==> src/rtl/seg_scan_display.sv <==
// seg_scan_display
// Multi-digit seven-segment display engine. A binary value captured on a
// load pulse is turned into hex nibbles directly, or into decimal digits by
// a sequential double-dabble converter. The committed digits are scanned
// one at a time onto a shared segment bus, with optional leading-zero
// blanking and a dash pattern when a decimal value does not fit.
module seg_scan_display #(
    parameter int WIDTH          = 16,
    parameter int NUM_DIGITS     = 4,
    parameter int REFRESH_DIV    = 50000,
    parameter bit SEG_ACTIVE_LOW = 1'b1
) (
    input  logic                  clk,
    input  logic                  clear,
    input  logic                  load,
    input  logic [WIDTH-1:0]      value,
    input  logic                  dec_mode,
    input  logic                  blank_lz,
    output logic                  busy,
    output logic                  ovf,
    output logic [7:0]            seg,
    output logic [NUM_DIGITS-1:0] an
);

    // The BCD accumulator holds one spare nibble beyond what WIDTH bits need,
    // so values too large for NUM_DIGITS still convert correctly and can be
    // flagged as overflow instead of wrapping.
    localparam int BCD_W = 4 * ((WIDTH + 2) / 3 + 1);
    localparam int NBCD  = BCD_W / 4;
    localparam int DIG_W = 4 * NUM_DIGITS;
    localparam int EXT_W = BCD_W + DIG_W;
    localparam int CNT_W = $clog2(WIDTH + 1);
    localparam int REF_W = (REFRESH_DIV > 1) ? $clog2(REFRESH_DIV) : 1;
    localparam int IDX_W = (NUM_DIGITS > 1) ? $clog2(NUM_DIGITS) : 1;

    typedef enum logic [1:0] {
        IDLE,
        CONVERT,
        COMMIT
    } state_t;

    state_t state;
    state_t state_next;

    logic [CNT_W-1:0]      shift_cnt;
    logic [WIDTH-1:0]      bin_sr;
    logic [BCD_W-1:0]      bcd_sr;
    logic [BCD_W-1:0]      bcd_adj;
    logic                  is_dec;
    logic                  blank_req;
    logic [DIG_W-1:0]      digits;
    logic                  blank_flag;
    logic                  ovf_r;

    logic [EXT_W-1:0]      bcd_ext;
    logic [DIG_W-1:0]      hex_digits;
    logic [DIG_W-1:0]      commit_digits;
    logic                  commit_ovf;

    logic [REF_W-1:0]      refresh_cnt;
    logic [IDX_W-1:0]      idx;
    logic [3:0]            cur_nibble;
    logic                  cur_blank;
    logic                  upper_zero;
    logic [7:0]            pattern_al;
    logic [NUM_DIGITS-1:0] an_onehot;
    logic [7:0]            seg_r;
    logic [NUM_DIGITS-1:0] an_r;

    // Active-low {dp,g,f,e,d,c,b,a} glyphs for one hex digit; dp stays off.
    function automatic logic [7:0] seg_lut(input logic [3:0] d);
        case (d)
            4'h0: seg_lut = 8'hC0;
            4'h1: seg_lut = 8'hF9;
            4'h2: seg_lut = 8'hA4;
            4'h3: seg_lut = 8'hB0;
            4'h4: seg_lut = 8'h99;
            4'h5: seg_lut = 8'h92;
            4'h6: seg_lut = 8'h82;
            4'h7: seg_lut = 8'hF8;
            4'h8: seg_lut = 8'h80;
            4'h9: seg_lut = 8'h90;
            4'hA: seg_lut = 8'h88;
            4'hB: seg_lut = 8'h83;
            4'hC: seg_lut = 8'hC6;
            4'hD: seg_lut = 8'hA1;
            4'hE: seg_lut = 8'h86;
            default: seg_lut = 8'h8E;
        endcase
    endfunction

    // Next-state logic: hex goes straight to COMMIT, decimal runs WIDTH shift steps first.
    always_comb begin
        state_next = state;
        case (state)
            IDLE: begin
                if (load) begin
                    state_next = dec_mode ? CONVERT : COMMIT;
                end
            end
            CONVERT: begin
                if (shift_cnt == CNT_W'(WIDTH - 1)) begin
                    state_next = COMMIT;
                end
            end
            COMMIT: state_next = IDLE;
            default: state_next = IDLE;
        endcase
    end

    // State register; clear aborts any conversion in flight.
    always_ff @(posedge clk) begin
        if (clear) begin
            state <= IDLE;
        end else begin
            state <= state_next;
        end
    end

    // Double-dabble correction: every BCD nibble of 5 or more gets +3 before the shift.
    always_comb begin
        bcd_adj = bcd_sr;
        for (int i = 0; i < NBCD; i++) begin
            if (bcd_sr[4*i +: 4] >= 4'd5) begin
                bcd_adj[4*i +: 4] = bcd_sr[4*i +: 4] + 4'd3;
            end
        end
    end

    // Digits and overflow that COMMIT will latch, chosen by the captured mode.
    always_comb begin
        bcd_ext                 = '0;
        bcd_ext[BCD_W-1:0]      = bcd_sr;
        hex_digits              = '0;
        hex_digits[WIDTH-1:0]   = bin_sr;
        if (is_dec) begin
            commit_digits = bcd_ext[DIG_W-1:0];
            commit_ovf    = |bcd_ext[EXT_W-1:DIG_W];
        end else begin
            commit_digits = hex_digits;
            commit_ovf    = 1'b0;
        end
    end

    // Conversion datapath and committed display registers.
    always_ff @(posedge clk) begin
        if (clear) begin
            shift_cnt  <= '0;
            bin_sr     <= '0;
            bcd_sr     <= '0;
            is_dec     <= 1'b0;
            blank_req  <= 1'b0;
            digits     <= '0;
            blank_flag <= 1'b0;
            ovf_r      <= 1'b0;
        end else begin
            case (state)
                IDLE: begin
                    if (load) begin
                        bin_sr    <= value;
                        bcd_sr    <= '0;
                        shift_cnt <= '0;
                        is_dec    <= dec_mode;
                        blank_req <= blank_lz;
                    end
                end
                CONVERT: begin
                    {bcd_sr, bin_sr} <= {bcd_adj, bin_sr} << 1;
                    shift_cnt        <= shift_cnt + 1'b1;
                end
                COMMIT: begin
                    digits     <= commit_digits;
                    blank_flag <= blank_req;
                    ovf_r      <= commit_ovf;
                end
                default: ;
            endcase
        end
    end

    // Scan timer: hold each digit for REFRESH_DIV cycles, then step to the next one.
    always_ff @(posedge clk) begin
        if (clear) begin
            refresh_cnt <= '0;
            idx         <= '0;
        end else if (refresh_cnt == REF_W'(REFRESH_DIV - 1)) begin
            refresh_cnt <= '0;
            idx         <= (idx == IDX_W'(NUM_DIGITS - 1)) ? '0 : idx + 1'b1;
        end else begin
            refresh_cnt <= refresh_cnt + 1'b1;
        end
    end

    // Select the scanned digit; walking from the top tracks whether it and everything above are zero.
    always_comb begin
        cur_nibble = 4'd0;
        cur_blank  = 1'b0;
        upper_zero = 1'b1;
        an_onehot  = '0;
        for (int i = NUM_DIGITS - 1; i >= 0; i--) begin
            if (digits[4*i +: 4] != 4'd0) begin
                upper_zero = 1'b0;
            end
            if (IDX_W'(i) == idx) begin
                cur_nibble   = digits[4*i +: 4];
                cur_blank    = blank_flag && (i != 0) && upper_zero;
                an_onehot[i] = 1'b1;
            end
        end
        if (ovf_r) begin
            pattern_al = 8'hBF;
        end else if (cur_blank) begin
            pattern_al = 8'hFF;
        end else begin
            pattern_al = seg_lut(cur_nibble);
        end
    end

    // Registered segment and anode drive in the configured polarity.
    always_ff @(posedge clk) begin
        if (clear) begin
            seg_r <= SEG_ACTIVE_LOW ? 8'hFF : 8'h00;
            an_r  <= SEG_ACTIVE_LOW ? {NUM_DIGITS{1'b1}} : {NUM_DIGITS{1'b0}};
        end else begin
            seg_r <= SEG_ACTIVE_LOW ? pattern_al : ~pattern_al;
            an_r  <= SEG_ACTIVE_LOW ? ~an_onehot : an_onehot;
        end
    end

    assign busy = (state != IDLE);
    assign ovf  = ovf_r;
    assign seg  = seg_r;
    assign an   = an_r;

endmodule
==> config.mk <==
export PLATFORM = sky130hd
export DESIGN_NAME = seg_scan_display
export DESIGN_NICKNAME = d
export VERILOG_FILES = /design/src/rtl/seg_scan_display.sv
export SDC_FILE = /design/constraint.sdc
export NUM_CORES = 1
export LEC_CHECK = 0
export CORE_ASPECT_RATIO = 1.75
export CORE_UTILIZATION = 59
export CTS_BUF_LIST = sky130_fd_sc_hd__clkbuf_16
export DETAILED_ROUTE_END_ITERATION = 16
export PLACE_DENSITY_LB_ADDON = 0.1
export SETUP_SLACK_MARGIN = 0.2
export SLEW_MARGIN = 5
export SYNTH_ARGS = -nofsm -noshare
export SYNTH_HDL_FRONTEND = slang
export SYNTH_SLANG_ARGS = --single-unit
==> constraint.sdc <==
create_clock -name clk -period 3.32 [get_ports clk]
set_input_delay 0.332 -clock clk [delete_from_list [all_inputs] [get_ports clk]]
set_output_delay 0.332 -clock clk [all_outputs]
set_load 0.01 [all_outputs]
==> results of run 1 <==
[worst max-delay path by stage]
stage,to,cells after the start,startpoint
detailed placement,seg[3]$_SDFF_PP1_,9,idx[0]$_SDFFE_PP0P_
floorplan,seg[3]$_SDFF_PP1_,8,idx[0]$_SDFFE_PP0P_
global placement,seg[3]$_SDFF_PP1_,9,idx[0]$_SDFFE_PP0P_
global route,seg[3]$_SDFF_PP1_,9,idx[1]$_SDFFE_PP0P_
finish,seg[3]$_SDFF_PP1_,9,idx[1]$_SDFFE_PP0P_
CTS,seg[3]$_SDFF_PP1_,9,idx[0]$_SDFFE_PP0P_
[cell families after synthesis]
family / Yosys count / synth area share (%)
DFF: 100 / 40.2
other: 1 / 0.0754
muxes: 21 / 4.48
and+or+nand+nor: 212 / 20.5
buffers and inverters: 61 / 5.20
AOI/OAI and AO/OA: 134 / 17.2
adders and majority gates: 30 / 7.54
xor gates and xnor gates: 27 / 4.75
[power by group through the flow]
stage	registers [mW]	logic [mW]	clock network (mW)
2_1_floorplan	1.29	0.154	0
3_3_place_gp	1.30	0.231	0
3_5_place_dp	1.30	0.234	0
4_1_cts	1.28	0.235	1.11
5_1_grt	1.28	0.259	1.16
6_report	1.28	0.235	1.09
[layout by cell type, fill, tap and decap left out, drive strengths merged, types with 20 or more instances in the layout]
cell and n:
inv 29, nor3 21, dfxtp 100, nand2 47, a21oi 54, mux2i 20
o21ai 21, nor2 63, ha 30, nand3 38, clkdlybuf4s50 32
[cell type report]
class | instances | area share, %
repair buffers | 40 | 6.72
clock inverters | 7 | 1.49
flip-flops and latches | 100 | 35.6
inverters | 27 | 1.80
multi-input cells | 425 | 48.4
clock buffers | 9 | 4.00
well taps | 92 | 2.05
[registers in the layout, indices dropped and copies added, names as in the netlist, 2 cells and up]
| signal | count |
|---|---|
| bcd_sr | 28 |
| state | 2 |
| digits | 16 |
| refresh_cnt | 16 |
| shift_cnt | 5 |
| idx | 2 |
| bin_sr | 16 |
| seg | 7 |
| an | 4 |
[critical path: stages, from the launching register on]
cell and delay [ps]:
dfxtp_1 380, inv_1 100, ha_1 330, nand4bb_1 260, a32oi_1 490, inv_1 200, ha_1 350, inv_1 50
mux4_2 430, nand2b_1 140
[what timing repair did]
item	CTS	global route
endpoints found under the setup margin	0	1
hold buffers	0	0
gates resized for setup	0	1
[through the flow]
step	worst slack (ps)	cells	hold WS, ps	power (mW)	cell area (um2)
global route	228	700	472	2.70	5630
global placement	618	684	446	1.53	5310
CTS	388	700	462	2.62	5620
finish	450	700	471	2.60	5630
detailed placement	466	684	450	1.54	5310
floorplan	789	586	430	1.45	4980
[layer usage]
| layer | track usage [%] | part of all wire [%] | vias to the layer above |
|---|---|---|---|
| met1 | 28.3 | 41 | 2005 |
| met2 | 49.7 | 56 | 63 |
| met3 | 4.40 | 2.5 | 10 |
| met5 | 0 | 0 | - |
| li1 | - | - | 2087 |
| met4 | 9.00 | 1.3 | 0 |
==> impl_metrics.py, run 1 <==
metrics = {
    "sta": {
        "setup_viol": 0,
        "rsz0062_at_grt": "no",
        "fin_tns_setup_ps": 0,
        "hold_viol": 0,
        "max_freq_mhz": 348,
        "relSlewSlack_pct": 26.7,
        "fin_crit_ps": 2870,
        "worst_pin_slew_ps": 1100,
        "slew_violations": 0,
        "fin_crit_sh_pct": 86.4,
        "finClkSkew_ps": 4.26,
    },
    "setup_path": {
        "rr_startpoint": "idx[1]$_SDFFE_PP0P_",
        "r2r_cells": 9,
        "cp.arrival_ps": 3080,
        "r2r_slack_ps": 450,
        "reg2reg_to": "seg[3]$_SDFF_PP1_",
        "required_ps": 3530,
        "worstPathMaxFanout": 12,
        "cp-start-kind": "flip-flop",
        "critPathKind": "flip-flop to flip-flop",
        "worstSetupEndpointType": "flip-flop",
    },
    "logic_synthesis": {
        "syn_inst": 586,
        "ys_seq_area_share_pct": 40.2,
        "ys_types": 50,
        "netlist_area_mm2": 0.00498,
        "synthFlopType": "dfxtp_1",
        "synth-edff-count": 0,
        "yosys_register_bits": 100,
        "yosysMostFrequentCell": "dfxtp_1",
        "synth_area_leaders": "dfxtp_1 (40%), ha_1 (7.5%), a21oi_1 (5.3%)",
        "ys_top_cells_by_count": "dfxtp_1 (100), nor2_1 (61), a21oi_1 (53), nand2_1 (47), nand3_1 (37)",
        "avgSynthCellArea_um2": 8.49,
        "synth_top_area_share_pct": 40.2,
        "syn-num-nets": 637,
        "ys.warnings.count": 0,
        "synth-async-reset-ratio_pct": 0,
        "yosys.area.top_type": "dfxtp_1",
    },
    "power": {
        "p_seq_share_pct": 49.1,
        "p_leak_nw": 2.02,
        "internal-power_mw": 1.99,
        "p_switching_mw": 0.608,
        "combinationalPowerShare_pct": 9.1,
        "p_per_area_mw_per_mm2": 462,
        "ir_drop_v": 0.000317,
        "netSwitchingFraction_pct": 23.4,
        "p_clk_share_pct": 41.9,
    },
    "final_layout": {
        "diodes": 0,
        "nNetsFinal": 654,
        "fin_util_pct": 68.1,
        "regArea_mm2": 0.00200,
        "drive_gt1_share_pct": 5.43,
        "final.fill_count": 712,
        "syn2layout_area_growth_pct": 13.1,
        "multi_input_area_mm2": 0.00272,
    },
    "grt": {
        "grt_max_degree": 49,
        "first_global_vias": 3908,
        "track_usage_pct": 26.0,
        "overflow": 0,
        "grt_first_pass_wirelength_mm": 17.9,
        "antenna_found_initial": 0,
    },
    "detailed_routing": {
        "wl_per_cell_um": 15.5,
        "drt_iter0_drc": 174,
        "vias_per_cell": 5.95,
        "ant_nets": 0,
        "vias": 4165,
        "firstDrtPassIters": 5,
        "drc_errors": 0,
        "wl_mm": 10.8,
    },
    "clocking": {
        "clk_latency_ps": 340,
        "cts_buffer_depth": 2,
        "cts_inserted_buffers": 9,
        "ctsHtreeMaxLevel": 3,
        "cts_sinks": 100,
        "cts_tree": "built",
        "cts_root_buffer": "clkbuf_16",
        "clk_pin_slew_ps": 60,
        "post_cts_buffers": 0,
    },
    "die": {
        "die-width_um": 71.4,
        "io_pins": 35,
        "initial_core_util_pct": 60.3,
        "coreArea_mm2": 0.00826,
        "rows": 44,
        "die_h_um": 123,
        "die_area_mm2": 0.00882,
    },
    "flow_run": {
        "drv_cap": 0,
    },
    "hold_path": {
        "hold_start": "bin_sr[6]$_SDFFE_PP0P_",
        "hp-class": "flip-flop to flip-flop",
        "hold_end": "bin_sr[6]$_SDFFE_PP0P_",
        "min_path_cells": 2,
    },
    "outcome": {
        "run_status": "complete, no violations",
    },
    "placement": {
        "dp_hpwl_mm": 7.57,
        "port_buffers": 33,
        "gp_congestion": 0.842,
    },
}
No activity file was read; power rests on OpenSTA's default activity.
==> inputs of run 2 (changes only) <==
CTS_BUF_LIST = default   (was sky130_fd_sc_hd__clkbuf_16)
==> run 2 against run 1 <==
  * First-iteration DRC count grew 0.57%
  * Die area unchanged
  * Core utilization rose by 0.12 points
  * Sequential share of layout area is 0.063 points lower
  * Worst setup slack better by 0.67 ps
  * Clock-buffer cell count grew 3
  * Combinational power barely moved
  * Global-route usage stayed put
  * Clock power barely moved
  * Highest routed layer unchanged
==> impl_metrics.py, run 2 (synthesized netlist as in run 1, its figures left out) <==
metrics = {
    "detailed_routing": {
        "vias": 4157,
        "wl_mm": 10.8,
        "vias_per_cell": 5.94,
        "wl_per_cell_um": 15.4,
        "ant_nets": 0,
        "drt_iter0_drc": 175,
        "firstDrtPassIters": 5,
        "drc_errors": 0,
    },
    "placement": {
        "dp_hpwl_mm": 7.57,
        "placed_cell_area_mm2": 0.00531,
        "port_buffers": 33,
        "gp_congestion": 0.842,
        "place_ws_ps": 466,
        "dp.cells": 684,
    },
    "setup_path": {
        "cp-start-kind": "flip-flop",
        "critPathKind": "flip-flop to flip-flop",
        "required_ps": 3530,
        "crit_end": "seg[3]$_SDFF_PP1_",
        "worstPathMaxFanout": 12,
        "r2r_slack_ps": 450,
        "reg2reg_to": "seg[3]$_SDFF_PP1_",
        "r2r_cells": 9,
        "worstSetupEndpointType": "flip-flop",
        "cp.arrival_ps": 3080,
        "cp-startpoint": "idx[1]$_SDFFE_PP0P_",
        "rr_startpoint": "idx[1]$_SDFFE_PP0P_",
    },
    "die": {
        "rows": 44,
        "die_area_mm2": 0.00882,
        "coreArea_mm2": 0.00826,
        "die_h_um": 123,
        "io_pins": 35,
        "die-width_um": 71.4,
        "initial_core_util_pct": 60.3,
    },
    "clocking": {
        "cts_buffer_depth": 2,
        "ctsHtreeMaxLevel": 3,
        "clk_pin_slew_ps": 60,
        "clk_latency_ps": 340,
        "cts_inserted_buffers": 9,
        "cts_tree": "built",
        "cts_sinks": 100,
        "cts_root_buffer": "clkbuf_16",
        "hold_buffers": 0,
        "post_cts_buffers": 0,
        "ctsResizeCount": 0,
    },
    "sta": {
        "rsz0062_at_grt": "no",
        "hold_ws_ps": 471,
        "hold_viol": 0,
        "setup_viol": 0,
        "fin_tns_setup_ps": 0,
        "fin_crit_ps": 2870,
        "relSlewSlack_pct": 27.0,
        "fin_crit_sh_pct": 86.4,
        "slew_violations": 0,
        "finClkSkew_ps": 5.10,
        "max_freq_mhz": 349,
        "worst_pin_slew_ps": 1090,
        "timing.final.ws_setup_ps": 451,
    },
    "final_layout": {
        "diodes": 0,
        "nNetsFinal": 654,
        "final_cell_mix": "dfxtp_1 (100), nor2_1 (61), a21oi_1 (53), nand2_1 (47), nand3_1 (37)",
        "top_register": "bcd_sr",
        "syn2layout_area_growth_pct": 13.3,
        "final_common_cell": "dfxtp_1",
        "final_area_mm2": 0.00564,
        "stdcell_count": 700,
        "largest_register_ffs": 28,
        "drive_gt1_share_pct": 5.59,
        "fin_util_pct": 68.2,
    },
    "grt": {
        "antenna_found_initial": 0,
        "grt_first_pass_wirelength_mm": 17.9,
        "first_global_vias": 3908,
        "track_usage_pct": 26.0,
        "grt_max_degree": 49,
        "overflow": 0,
    },
    "power": {
        "p_leak_nw": 2.02,
        "combinationalPowerShare_pct": 8.9,
        "p_total_mw": 2.63,
        "internal-power_mw": 2.02,
        "p_clk_share_pct": 42.5,
        "ir_drop_v": 0.000319,
        "p_seq_share_pct": 48.5,
        "p_per_area_mw_per_mm2": 466,
        "netSwitchingFraction_pct": 23.2,
        "p_switching_mw": 0.609,
    },
    "hold_path": {
        "hp-class": "flip-flop to flip-flop",
    },
    "outcome": {
        "run_status": "complete, no violations",
    },
    "flow_run": {
        "drv_cap": 0,
    },
}
## run 2: worst min-delay path by stage
stage / startpoint / to / slack, ps / cells past startpoint
2_1_floorplan: refresh_cnt[0]$_SDFF_PP0_ / refresh_cnt[0]$_SDFF_PP0_ / 430 / 1
3_3_place_gp: refresh_cnt[0]$_SDFF_PP0_ / refresh_cnt[0]$_SDFF_PP0_ / 450 / 1
3_5_place_dp: refresh_cnt[0]$_SDFF_PP0_ / refresh_cnt[0]$_SDFF_PP0_ / 450 / 1
4_1_cts: clear / idx[1]$_SDFFE_PP0P_ / 460 / 2
5_1_grt: clear / idx[1]$_SDFFE_PP0P_ / 470 / 2
6_report: bin_sr[6]$_SDFFE_PP0P_ / bin_sr[6]$_SDFFE_PP0P_ / 470 / 2
## run 2: area by class of cell
cell class / instances / area [um2]
clock buffers: 12 / 246
clock inverters: 4 / 72.6
fillers: 711 / 2620
multi-input cells: 425 / 2720
well taps: 92 / 115
flip-flops and latches: 100 / 2000
inverters: 27 / 101
repair buffers: 40 / 378
## run 2: critical path: stages, from the launching register on
cell	delay (ps)
dfxtp_1	380
inv_1	100
ha_1	330
nand4bb_1	260
a32oi_1	490
inv_1	200
ha_1	350
inv_1	50
mux4_2	430
nand2b_1	140
## run 2: layer usage
metal | vias to the layer above | share of wire (%) | GRT usage [%]
li1 | 2085 | - | -
met5 | - | 0 | 0
met4 | 0 | 1.3 | 9.00
met2 | 65 | 56 | 49.7
met3 | 10 | 2.5 | 4.40
met1 | 1997 | 40 | 28.3
## run 2: power groups by stage
| stage | combinational [mW] | clock (mW) | sequential, mW |
|---|---|---|---|
| 3_5_place_dp | 0.234 | 0 | 1.30 |
| 6_report | 0.235 | 1.12 | 1.28 |
| 2_1_floorplan | 0.154 | 0 | 1.29 |
| 3_3_place_gp | 0.231 | 0 | 1.30 |
| 4_1_cts | 0.235 | 1.14 | 1.28 |
| 5_1_grt | 0.259 | 1.19 | 1.28 |
==> inputs of run 3 (changes only) <==
TNS_END_PERCENT = 100   (was default)
==> results of run 3 <==
The final DEF is identical to that of run 2; final timing and power are the same.
